$ cat src/rtl/sevenseg_scan_capture.sv
// Samples a multiplexed 7-segment scan, decodes each digit back to a symbol and
// releases a 4-digit frame over valid/ready after it repeats MATCH_FRAMES times.
module sevenseg_scan_capture #(
   parameter int SETTLE       = 4,
   parameter int MATCH_FRAMES = 2,
   parameter bit ACTIVE_LOW   = 1'b1
) (
   input  logic        CLK_in,
   input  logic        RST_in,
   input  logic [3:0]  led_active,
   input  logic [7:0]  led_code,
   output logic        frame_valid,
   input  logic        frame_ready,
   output logic [15:0] frame_digits,
   output logic [3:0]  frame_dp,
   output logic        bad_glyph,
   output logic        overrun
);

   logic [3:0]  act_in, act_r, act_p;
   logic [7:0]  code_in, code_r, code_p;
   logic [7:0]  settle_cnt, settle_nx;
   logic [3:0]  mask;
   logic [15:0] slot_dig;
   logic [3:0]  slot_dp;
   logic [19:0] prev_frame;
   logic [3:0]  match_cnt, match_nx;
   logic        one_hot, held, sample, complete, same, rel, take;
   logic [4:0]  dec;

   // Returns {bad, symbol}; bad patterns map to symbol B.
   function automatic logic [4:0] decode(input logic [6:0] seg);
      logic [4:0] r;
      case (seg)
         7'h3F:   r = 5'h00;
         7'h06:   r = 5'h01;
         7'h5B:   r = 5'h02;
         7'h4F:   r = 5'h03;
         7'h66:   r = 5'h04;
         7'h6D:   r = 5'h05;
         7'h7D:   r = 5'h06;
         7'h07:   r = 5'h07;
         7'h7F:   r = 5'h08;
         7'h6F:   r = 5'h09;
         7'h40:   r = 5'h0A;
         7'h50:   r = 5'h0C;
         7'h79:   r = 5'h0E;
         7'h00:   r = 5'h0F;
         default: r = 5'h1B;
      endcase
      return r;
   endfunction

   assign act_in  = ACTIVE_LOW ? ~led_active : led_active;
   assign code_in = ACTIVE_LOW ? ~led_code   : led_code;

   always_comb begin
      one_hot  = (act_r != 4'd0) && ((act_r & (act_r - 4'd1)) == 4'd0);
      held     = (act_r == act_p) && (code_r == code_p);
      // Counts cycles the current select/code has been held, so a digit shown
      // for SETTLE cycles is sampled; blanking holds the count at zero.
      settle_nx = 8'd0;
      if (one_hot) begin
         if (!held)
            settle_nx = 8'd1;
         else if (settle_cnt != 8'hFF)
            settle_nx = settle_cnt + 8'd1;
         else
            settle_nx = settle_cnt;
      end
      sample   = one_hot && (settle_nx == 8'(SETTLE)) && ((mask & act_r) == 4'd0);
      dec      = decode(code_r[6:0]);
      complete = (mask == 4'hF);
      same     = ({slot_dig, slot_dp} == prev_frame);
      match_nx = 4'd1;
      if (same)
         match_nx = (match_cnt == 4'hF) ? 4'hF : match_cnt + 4'd1;
      // Saturated repeats keep match_nx equal to match_cnt and must not re-release.
      rel  = complete && (match_nx == 4'(MATCH_FRAMES)) && !(same && (match_cnt == match_nx));
      take = frame_valid && frame_ready;
   end

   always_ff @(posedge CLK_in) begin
      if (RST_in) begin
         act_r        <= 4'd0;
         act_p        <= 4'd0;
         code_r       <= 8'd0;
         code_p       <= 8'd0;
         settle_cnt   <= 8'd0;
         mask         <= 4'd0;
         slot_dig     <= 16'd0;
         slot_dp      <= 4'd0;
         prev_frame   <= 20'd0;
         match_cnt    <= 4'd0;
         frame_valid  <= 1'b0;
         frame_digits <= 16'd0;
         frame_dp     <= 4'd0;
         bad_glyph    <= 1'b0;
         overrun      <= 1'b0;
      end else begin
         act_r      <= act_in;
         code_r     <= code_in;
         act_p      <= act_r;
         code_p     <= code_r;
         settle_cnt <= settle_nx;

         mask <= (complete ? 4'd0 : mask) | (sample ? act_r : 4'd0);
         for (int i = 0; i < 4; i++) begin
            if (sample && act_r[i]) begin
               slot_dig[i*4 +: 4] <= dec[3:0];
               slot_dp[i]         <= code_r[7];
            end
         end
         if (sample && dec[4])
            bad_glyph <= 1'b1;

         if (complete) begin
            match_cnt <= match_nx;
            if (!same)
               prev_frame <= {slot_dig, slot_dp};
         end

         if (rel && (!frame_valid || take)) begin
            frame_valid  <= 1'b1;
            frame_digits <= slot_dig;
            frame_dp     <= slot_dp;
         end else if (rel) begin
            overrun <= 1'b1;
         end else if (take) begin
            frame_valid <= 1'b0;
         end
      end
   end

endmodule
$ cat config.mk
export PLATFORM = sky130hd
export DESIGN_NAME = sevenseg_scan_capture
export DESIGN_NICKNAME = d
export VERILOG_FILES = /design/src/rtl/sevenseg_scan_capture.sv
export SDC_FILE = /design/constraint.sdc
export NUM_CORES = 1
export LEC_CHECK = 0
export BUFFER_PORTS_ARGS = -buffer_cell sky130_fd_sc_hd__buf_2
export CORE_MARGIN = 2
export CORE_UTILIZATION = 53
export CTS_CLUSTER_SIZE = 40
export DETAILED_ROUTE_END_ITERATION = 8
export GPL_ROUTABILITY_DRIVEN = 0
export PLACE_DENSITY_LB_ADDON = 0.05
export SETUP_SLACK_MARGIN = 0.02
export SYNTH_ARGS = -nofsm -noshare
export SYNTH_HDL_FRONTEND = slang
export SYNTH_SLANG_ARGS = --single-unit
$ cat constraint.sdc
create_clock -name CLK_in -period 2.6 [get_ports CLK_in]
set_clock_uncertainty 0.2 [all_clocks]
set_input_delay 0.26 -clock CLK_in [delete_from_list [all_inputs] [get_ports CLK_in]]
set_output_delay 0.26 -clock CLK_in [all_outputs]
set_load 0.02 [all_outputs]
==> results.py <==
metrics = {
    "run_status": {
        "outcome": "finished clean",
    },
    "sta": {
        "max_freq_mhz": 396.3,
        "setup_viol": 0,
        "hold_viol": 0,
        "maxSlewViolCount": 0,
        "fin_crit_ns": 2.523,
        "worst_pin_slew_ns": 0.7168,
        "fin_ws_ns": 0.07691,
        "relSlewSlack_pct": 52.21,
        "rsz0062_at_grt": "no",
        "period_share_pct": 97.04,
    },
    "critical_path": {
        "crit_required_ns": 2.63,
        "worstPathMaxFanout": 4,
        "path_class": "flip-flop to flip-flop",
        "startpoint_type": "flip-flop",
        "cp-end-kind": "flip-flop",
        "cp_top_family": "simple AND/OR/NAND/NOR gates",
        "arrival_ns": 2.55,
        "cp_slowest_cell": "dfxtp_4",
        "rr_startpoint": "settle_cnt[0]$_SDFF_PP0_",
        "max_stage_delay_ns": 0.38,
        "r2r_slack_ns": 0.08,
        "ff2ff_path_depth": 8,
        "worst-path-buf-inv": 1,
        "crit_chain": "ha_4 -> and3_4 -> mux2_4 -> o41ai_4 -> buf_6 -> nand2_1 -> nor4_2 -> a211oi_2",
        "regToRegEndpoint": "slot_dig[0]$_SDFFE_PP0P_",
    },
    "global_routing": {
        "grt_pass1_wl_um": 15360,
        "grt_max_degree": 41,
        "grtUsageTotal_pct": 21.36,
        "grt.overflow.total": 0,
        "grt_pass1_vias": 3273,
        "antenna_found_initial": 0,
    },
    "synthesis": {
        "synth-seq-cells": 103,
        "synth_common_cells": "dfxtp_1 (103), nor2_1 (80), mux2i_1 (50)",
        "netlist_area_um2": 4471,
        "synth_seq_area_share_pct": 46.12,
        "ys_async_sr_fraction_pct": 0,
        "synth_area_leaders": "dfxtp_1 (46%), mux2i_1 (11%), nor2_1 (6.7%)",
        "synth_area_leader_cell": "dfxtp_1",
        "synth_cells": 476,
        "synth_top_area_share_pct": 46.12,
        "synth_edf_count": 0,
        "synth_flop_cell": "dfxtp_1",
        "yosysMostFrequentCell": "dfxtp_1",
        "syn-mean-instance-area_um2": 9.392,
        "yosysUniqueCellTypes": 52,
        "yosys_warnings": 0,
        "synth_fp_nets": 493,
    },
    "hold_path": {
        "hold_path_class": "input pin to flip-flop",
        "hold_end": "code_p[3]$_SDFF_PP0_",
        "hold_depth": 2,
        "hp-start": "RST_in",
    },
    "cells_and_area": {
        "diodes": 0,
        "stdcell_count": 644,
        "area_delta_synth_final_pct": 19.31,
        "fill_cells": 717,
        "drive_gt1_share_pct": 19.11,
        "nets": 551,
    },
    "drt": {
        "first_pass_iters": 4,
        "wire_per_inst_um": 14.28,
        "viasPerCell": 5.469,
        "antenna_left": 0,
        "first_iter_violations": 111,
        "drc": 0,
        "dr_total_vias": 3522,
        "wl_um": 9196,
    },
    "power": {
        "fin_total_pwr_mw": 2.779,
        "p_sw_share_pct": 26.07,
        "ir_worst_vdd_mv": 0.4101,
        "powerDensity_nw_per_um2": 521.0,
        "p_int_mw": 2.055,
        "power_frac_clock_pct": 35.7,
        "sequentialPowerShare_pct": 58.4,
        "static-leakage-power_nw": 2.100,
        "comb_power_share_pct": 5.9,
        "switchingPower_mw": 0.7244,
    },
    "placed_design": {
        "place_ws_ns": -0.08622,
        "numPortBuffers": 37,
        "place_hpwl_um": 6226,
        "dp_cells": 609,
    },
    "floorplan": {
        "die_w_um": 95.84,
        "ioPinCount": 38,
        "fp-row-count": 33,
        "die_h_um": 95.84,
        "die-area_um2": 9185,
        "initial_utilization_pct": 54.41,
        "core_um2": 8217,
    },
    "clock_network": {
        "tritoncts": "built",
        "root_buffer": "clkbuf_8",
        "cts_sinks": 103,
        "clk_latency_ns": 0.37,
        "htreeDepth": 3,
        "path_clk_slew_ns": 0.11,
        "clockBufferDepth": 2,
        "numCtsBuffers": 9,
    },
    "flow_run": {
        "max_cap_viol_count": 0,
    },
}
[layout make-up]
class | count | area, µm² | share of cell area (%)
clock buffers | 9 | 123.9 | 2.322
well taps | 105 | 131.4 | 2.463
repair buffers | 76 | 543.0 | 10.18
flip-flops and latches | 103 | 2073 | 38.87
clock inverters | 7 | 73.82 | 1.384
inverters | 12 | 45.04 | 0.8445
multi-input cells | 332 | 2344 | 43.94
[cell families after synthesis]
family / Yosys count / synth area share, %
buffers and inverters: 41 / 3.470
xor gates and xnor gates: 37 / 7.249
adders and majority gates: 2 / 0.5597
AOI/OAI and AO/OA: 57 / 9.153
DFF: 103 / 46.12
muxes: 51 / 11.45
and+or+nand+nor: 185 / 22.00
[state kept, by name, indices dropped and copies added, names as in the netlist]
name / count
match_cnt: 4
code_p: 8
code_r: 8
frame_digits: 16
settle_cnt: 8
frame_dp: 4
bad_glyph: 1
slot_dp: 4
slot_dig: 16
overrun: 1
act_p: 4
act_r: 4
frame_valid: 1
mask: 4
prev_frame: 20
[timing repair]
action	CTS	global route
buffers inserted	1	5
pin swaps	5	5
endpoints found under the setup margin	15	22
gates resized for setup	6	17
hold buffers	13	0
gates cloned	0	0
hold endpoints to repair	13	0
[power groups by stage]
stage	Clock, mW	Combinational [mW]	Sequential (mW)
2_1_floorplan	0	0.110	1.64
3_3_place_gp	0	0.140	1.66
3_5_place_dp	0	0.141	1.66
4_1_cts	1.02	0.159	1.62
5_1_grt	1.08	0.182	1.63
6_report	0.993	0.164	1.62
[layer usage]
metal / vias to the layer above / GRT usage, % / routed length [µm]
met2: 51 / 33.45 / 4220
met1: 1677 / 28.70 / 4598
li1: 1783 / - / -
met3: 11 / 6.108 / 260
met5: - / 0 / 0
met4: 0 / 6.310 / 116
[worst max-delay path by stage]
stage	startpoint	to	slack, ns	cells past startpoint
finish	settle_cnt[0]$_SDFF_PP0_	slot_dig[0]$_SDFFE_PP0P_	0.08	8
global route	settle_cnt[1]$_SDFF_PP0_	slot_dig[0]$_SDFFE_PP0P_	0.01	8
CTS	settle_cnt[0]$_SDFF_PP0_	slot_dig[8]$_SDFFE_PP0P_	0.02	8
detailed placement	settle_cnt[1]$_SDFF_PP0_	slot_dig[12]$_SDFFE_PP0P_	-0.09	8
global placement	settle_cnt[0]$_SDFF_PP0_	slot_dig[12]$_SDFFE_PP0P_	-0.02	8
floorplan	settle_cnt[0]$_SDFF_PP0_	slot_dig[0]$_SDFFE_PP0P_	0.11	7
[metrics by stage]
stage                     hold slack, ns  utilization (%)  cell area [µm²]  setup TNS [ns]
after global routing              0.2334            64.92             5334               0
final                             0.2179            64.92             5334               0
after detailed placement          0.2174            58.79             4831         -0.2574
after CTS                         0.2080            63.23             5195               0
after global placement            0.2149            58.79             4831        -0.01762
after floorplan                   0.1324                -             4471               0
[placed cells by master, fill, tap and decap left out, types with 3 or more instances in the layout]
cell and n:
nand2b_1 4, dlygate4sd3_1 13, a21oi_1 11, clkbuf_8 9, buf_4 22, dfxtp_2 3, nand3_1 12, xor2_1 4
nand4_1 14, a211oi_1 6, or3_1 4, nand3b_1 10, o21ai_0 17, nand4_4 4, nor3_1 8, inv_1 12
buf_2 37, xnor2_1 33, o32ai_1 3, mux2i_1 50, nor2b_1 11, nor4_2 4, dfxtp_1 98, nor2_1 80
nand2_1 15
No activity file was read; power rests on OpenSTA's default activity.
